--- src/rtl/mem_arbiter.sv ---
// mem_arbiter: shares one off-chip memory port between the I-cache refill
// path and the D-cache refill/writeback path.
//
// Transactions are serialized one at a time. When both sides request in
// IDLE, the side that did not own the port last wins (round-robin). All
// memory-side request outputs are registered, so the cache controllers'
// combinational request logic stays off the memory timing path.
//
// Ports:
//   clk, rst_n                 clock, asynchronous active-low reset
//   i_mem_* / d_mem_*          requester sides: read/write/addr/wdata in,
//                              rdata/ready out (ready is a 1-cycle pulse)
//   mem_read/write/addr/wdata  registered request to memory
//   mem_rdata, mem_ready       memory response (ready is a 1-cycle pulse)
//   grant                      01 = I owns the port, 10 = D owns it, 00 = none
//   busy                       high whenever the FSM is not in IDLE
module mem_arbiter #(
    parameter int ADDR_W = 28,
    parameter int DATA_W = 128
) (
    input  logic              clk,
    input  logic              rst_n,
    input  logic              i_mem_read,
    input  logic              i_mem_write,
    input  logic [ADDR_W-1:0] i_mem_addr,
    input  logic [DATA_W-1:0] i_mem_wdata,
    output logic [DATA_W-1:0] i_mem_rdata,
    output logic              i_mem_ready,
    input  logic              d_mem_read,
    input  logic              d_mem_write,
    input  logic [ADDR_W-1:0] d_mem_addr,
    input  logic [DATA_W-1:0] d_mem_wdata,
    output logic [DATA_W-1:0] d_mem_rdata,
    output logic              d_mem_ready,
    output logic              mem_read,
    output logic              mem_write,
    output logic [ADDR_W-1:0] mem_addr,
    output logic [DATA_W-1:0] mem_wdata,
    input  logic [DATA_W-1:0] mem_rdata,
    input  logic              mem_ready,
    output logic [1:0]        grant,
    output logic              busy
);

    typedef enum logic [1:0] {IDLE, OWN_I, OWN_D, DONE} state_t;

    state_t state;
    logic   last_d;   // last owner: 0 = I, 1 = D

    logic i_req, d_req, pick_d;

    assign i_req = i_mem_read | i_mem_write;
    assign d_req = d_mem_read | d_mem_write;
    // D wins when it is alone, or on a tie when I owned the port last.
    assign pick_d = d_req & (~i_req | ~last_d);

    always_ff @(posedge clk or negedge rst_n) begin
        if (!rst_n) begin
            state     <= IDLE;
            last_d    <= 1'b0;
            mem_read  <= 1'b0;
            mem_write <= 1'b0;
            mem_addr  <= '0;
            mem_wdata <= '0;
        end else begin
            case (state)
                IDLE: begin
                    if (pick_d) begin
                        state     <= OWN_D;
                        last_d    <= 1'b1;
                        mem_addr  <= d_mem_addr;
                        mem_wdata <= d_mem_wdata;
                        mem_write <= d_mem_write;
                        // write takes precedence if both strobes are raised
                        mem_read  <= d_mem_read & ~d_mem_write;
                    end else if (i_req) begin
                        state     <= OWN_I;
                        last_d    <= 1'b0;
                        mem_addr  <= i_mem_addr;
                        mem_wdata <= i_mem_wdata;
                        mem_write <= i_mem_write;
                        mem_read  <= i_mem_read & ~i_mem_write;
                    end
                end
                OWN_I, OWN_D: begin
                    // Memory outputs hold; requester inputs are not re-sampled.
                    if (mem_ready) begin
                        state     <= DONE;
                        mem_read  <= 1'b0;
                        mem_write <= 1'b0;
                    end
                end
                DONE: state <= IDLE;   // gives the owner a cycle to drop its request
                default: state <= IDLE;
            endcase
        end
    end

    // Ready and read data route combinationally to the current owner only;
    // a mem_ready outside OWN_I/OWN_D is dropped.
    assign i_mem_ready = (state == OWN_I) & mem_ready;
    assign d_mem_ready = (state == OWN_D) & mem_ready;
    assign i_mem_rdata = (state == OWN_I) ? mem_rdata : '0;
    assign d_mem_rdata = (state == OWN_D) ? mem_rdata : '0;
    assign grant       = {state == OWN_D, state == OWN_I};
    assign busy        = (state != IDLE);

endmodule

--- config.mk ---
export PLATFORM = sky130hd
export DESIGN_NAME = mem_arbiter
export DESIGN_NICKNAME = d
export VERILOG_FILES = /design/src/rtl/mem_arbiter.sv
export SDC_FILE = /design/constraint.sdc
export NUM_CORES = 1
export LEC_CHECK = 0
export BUFFER_PORTS_ARGS = -buffer_cell sky130_fd_sc_hd__buf_2
export CORE_AREA = 2 2 336 338
export DETAILED_ROUTE_END_ITERATION = 10
export DIE_AREA = 0 0 338 340
export SYNTH_ARGS = -nofsm -noshare
export SYNTH_HDL_FRONTEND = slang
export SYNTH_SLANG_ARGS = --single-unit
--- constraint.sdc ---
create_clock -name clk -period 1.9 [get_ports clk]
set_input_delay 0.285 -clock clk [delete_from_list [all_inputs] [get_ports clk]]
set_output_delay 0.285 -clock clk [all_outputs]
set_load 0.03 [all_outputs]
After elaboration in Yosys (flattened, before gate mapping) --
Cells that the tools add are included.
Cells by class: add/sub/neg operators 0, mux-type cells 19, bitwise gates (word level) 12, equality and inequality tests 5, shift-type cells 0, multiply operators 0, reduce and logical (&&, ||, !) cells 8, divide/modulo/power cells 0, order comparisons 0
Operator list (count):
- $mux W128 | 4
- $mux W28 | 2
- $mux W1 | 7
- $mux W2 | 3
- $pmux W2 S3 | 1
- $reduce_bool A2 Y1 | 3
- $and A1 B1 Y1 | 5
- $eq A2 B2 Y1 const B | 2
- $not A1 Y1 | 4
- $pmux W1 S2 | 2
- $reduce_and A2 Y1 | 2
- $ne A3 B3 Y1 const B | 1
- $or A1 B1 Y1 | 3
- $reduce_and A3 Y1 | 1
- $eq A2 B1 Y1 const B | 1
- $logic_not A2 Y1 | 1
- $ne A2 B2 Y1 const B | 1
- $reduce_or A2 Y1 | 1
Word-level totals: logic and storage cells 50, bits in read-only memories 0, register bits 161, output and inout port bits 419, memories 0, bits of input ports 447, latch bits 0, memory bits (writable) 0

Longest topological paths before layout --
depth in word-level cells 6, gate-level depth with buffers 7, gate-level depth less buffers 5

Worst setup path before layout --
No wires, ideal clock.
path type register -> output, start point register state[0], end point output port d_mem_rdata[100], data required time 1.615 ns, path slack -0.050 ns, stages on the path, launching flop included 6, buffers on the path 2, data arrival time 1.665 ns, cells stage by stage dfrtp_1 inv_1 ha_1 clkbuf_1 clkbuf_1 and2_1
Between the ends: longest elaborated chain between the ends 2
Ends and longest elaborated chain:
- start, declared | RTL line 47 | state_t state;
- start signal, assigned | RTL line 59 | state <= IDLE;
- start signal, assigned | RTL line 69 | state <= OWN_D;
- start signal, assigned | RTL line 77 | state <= OWN_I;
- $eq A2 B2 Y1
- named net grant[1] | RTL line 41 | output logic [1:0] grant,
- $mux W128 | RTL line 104 | assign d_mem_rdata = (state == OWN_D) ? mem_rdata : '0;
- end, declared | RTL line 33 | output logic [DATA_W-1:0] d_mem_rdata,
The timed path passes the listed nets, and every way through them passes these cells.

Worst setup path in the final report --
start point register state[0], end point output port d_mem_rdata[85]
Between the ends: longest elaborated chain between the ends 2
Ends and longest elaborated chain (RTL line):
- $eq A2 B2 Y1 | 104
- $mux W128 | 104
No other way between the ends.

==> qor.txt <==
failing checks: negative setup slack
leakage power: 8.71 nW
Initial DRC Count: 843
first-pass GRT wire length: 128000 um
DR vias: 13900
final wirelength: 102000 um
clock buffer depth: 2
status: complete, but fails checks
final hold vios: 0
Routed Antenna Nets: 0
largest net degree at the start of global routing: 67
number of synthesized flops with an enable pin: 0
slowest CP cell: dfrtp_1
async set-reset flop share out of synthesis: 100%
Peak Freq: 467 MHz
cell taking the most area after synthesis: dfrtp_1
Setup crit start kind: flip-flop
Final WS setup: -0.243 ns
Syn Inst Count: 1214
Num CTS Buffers: 17
CTS Sinks: 161
fin area: 19000 sq um
Power Density: 1840 nW/um^2
RD Place Congestion: 0.884
Synth Area in Compound Gates: 27.8%
nature of the critical path endpoint: primary output
Root Driver: clkbuf_16
die area: 115000 sq um
Setup-failing EPs final: 261
fin crit share: 113%
peak supply drop: 0.777 mV
Crit path top cell by count: buf_6
H-tree levels: 4
#FFs+latches synth: 161
syn_nets: 1665
die height: 340 um
max-slew violations: 0
post-route DRC violation count: 0
adder-cell share of the synthesized area: 0.521%
Rel. slew slack: 58.5%
CORE AREA: 112000 sq um
dpl hpwl: 86700 um
layout cell share with drive strength beyond 1: 48.7%
Simple-Gate Fraction of Synth Area: 23.6%
Core Rows: 123
1st-pass router iterations: 5
warnings from Yosys: 0
PortBufs: 865
Worst EP required: 1.62 ns
Clock Latency Late Sink: 0.52 ns
mux share of post-synthesis cell area: 0.104%
Synth Cell Area: 9610 sq um
largest family of logic cells by synthesized area: compound AO/OA/AOI/OAI gates
Tmin final: 2.14 ns
Least-Margin Pin Slew: 0.621 ns
XOR/XNOR Fraction of Synth Area: 0%
Avg Inst Size Synth: 7.91 sq um
Syn-to-layout area delta: 97.6%
clk slew on worst S/H paths: 0.08 ns
RSZ-0062 raised after global routing: true
Avg Vias per Cell: 3.79
Starting Density: 8.61%
DR WL/cell: 27.8 um
Crit path arrival time: 1.86 ns
HP Class: in -> reg
predominant post-synthesis flop cell: dfrtp_1
kind of critical path: reg -> out
Crit path largest cell delay: 0.41 ns
CTS tree: done
I/O pins: 866
Worst Skew: 0.0252 ns
initial antenna violation count: 134
Placed Instance Area: 16300 sq um
Die W: 338 um
crit-path leading delay family: buffers and inverters
GRT Overall Usage: 17.0%
Area contributors post-synth: dfrtp_1 42%, and2_1 17%, a31oi_1 10%
library cells used by synthesis: 31
crit path max fanout: 14
register area share after synthesis: 41.9%
Nets: 2592
crit path cell chain: inv_2, ha_4, buf_6, buf_16, and2_1, buf_6
Final Util: 17.0%
vias in the first global route: 13300
number of max-cap violations: 0
Buf/Inv on CP: 4
top cell type's share of synthesized area: 41.9%
grt ovf: 0
## layer usage
| layer | GRT usage [%] | wire (um) | vias up |
|---|---|---|---|
| met5 | 0 | 491 | - |
| met4 | 3.32 | 2370 | 76 |
| met3 | 6.14 | 10100 | 229 |
| met2 | 28.5 | 48300 | 934 |
| met1 | 20.7 | 40600 | 6574 |
| li1 | - | - | 6079 |
## area by class of cell
type,instances,area [sq um]
multi-input combinational,914,5170
inverter,6,22.5
sequential,161,4030
clock buffer,17,425
clock inverter,14,160
fill,12700,92600
timing repair buffer,1041,7260
tap,1500,1880
antenna,15,37.5
## flip-flops by register name, indices dropped and copies added, names as in the netlist
signal,flops
mem_read,1
mem_wdata,128
last_d,1
state,2
mem_write,1
mem_addr,28
## timing repair
| item | in CTS | in global routing |
|---|---|---|
| setup buffers | 4 | 0 |
| gates cloned | 4 | 2 |
| setup endpoints to repair | 261 | 300 |
| resized for setup | 242 | 152 |
| hold endpoints to repair | 129 | 0 |
| hold buffers | 83 | 0 |
| pin swaps | 6 | 1 |
## placed cells by master, fill, tap and decap left out, types with 2 or more instances in the layout
cell type      count
a21oi_1          160
a2bb2oi_1          2
a31oi_1          156
and2_1           208
and2_4            50
buf_12            32
buf_16             3
buf_2            705
buf_4             72
buf_6            132
buf_8              4
clkbuf_16         18
clkbuf_4           9
dfrtp_1          161
diode_2           15
dlygate4sd3_1     83
ha_1               2
ha_4               2
inv_1              4
inv_2              2
inv_6              6
inv_8              5
nand2_1            2
nand2b_1           2
nor2_1           156
o21ai_0          154
o21ai_1            3
## logic make-up after synthesis
kind of cell / count (synthesis)
AOI/OAI and AO/OA: 484
muxes: 1
buffers and inverters: 139
and+or+nand+nor: 425
DFF: 161
adders and majority gates: 4
## worst min-delay path, stage by stage
cell and delay [ns]:
buf_2 0.10, o21ai_0 0.08, a21oi_1 0.07
## per-stage QoR
step	std cells	setup slack, ns	hold WS [ns]	TNS (ns)	power (mW)
2_1_floorplan	1214	0.0370	-0.0106	0	19.1
3_3_place_gp	3530	0.0268	0.251	0	29.2
3_5_place_dp	3530	-0.0256	0.255	-0.0906	29.2
4_1_cts	3652	-0.330	0.000895	-69.85	35.1
5_1_grt	3659	-0.334	0.0281	-73.20	36.9
6_report	3668	-0.243	0.0575	-44.75	35.0
## cell usage after synthesis, types with 2 or more instances
cell type	number
a21oi_1	160
a2bb2oi_1	2
a31oi_1	156
and2_1	258
buf_2	50
clkbuf_1	81
dfrtp_1	161
ha_1	4
inv_1	6
nand2_1	2
nand2b_1	2
nor2_1	157
o21ai_0	154
o21ai_1	4
## power breakdown
group	leakage, nW	internal [mW]	switching [mW]	total (mW)
registers	1.81	5.22	1.47	6.69
clock network	0.292	1.87	1.95	3.82
logic	6.61	8.30	16.2	24.5
## final timing paths
check                           depth (start not counted)                         end                      from  slack, ns
worst min register to register                          2    mem_addr[11]$_DFFE_PN0P_  mem_addr[11]$_DFFE_PN0P_       0.52
min in group asynchronous                               2   mem_wdata[92]$_DFFE_PN0P_                     rst_n       0.28
worst min-delay path                                    3    mem_wdata[2]$_DFFE_PN0P_            i_mem_wdata[2]       0.06
worst max register to register                          8  mem_wdata[116]$_DFFE_PN0P_      state[0]$_DFFE_PN0P_       0.02
worst max-delay path                                    6             d_mem_rdata[85]      state[0]$_DFFE_PN0P_      -0.24
max in group asynchronous                               3   mem_wdata[49]$_DFFE_PN0P_                     rst_n       0.92
Power figures use the tool's default switching activity.
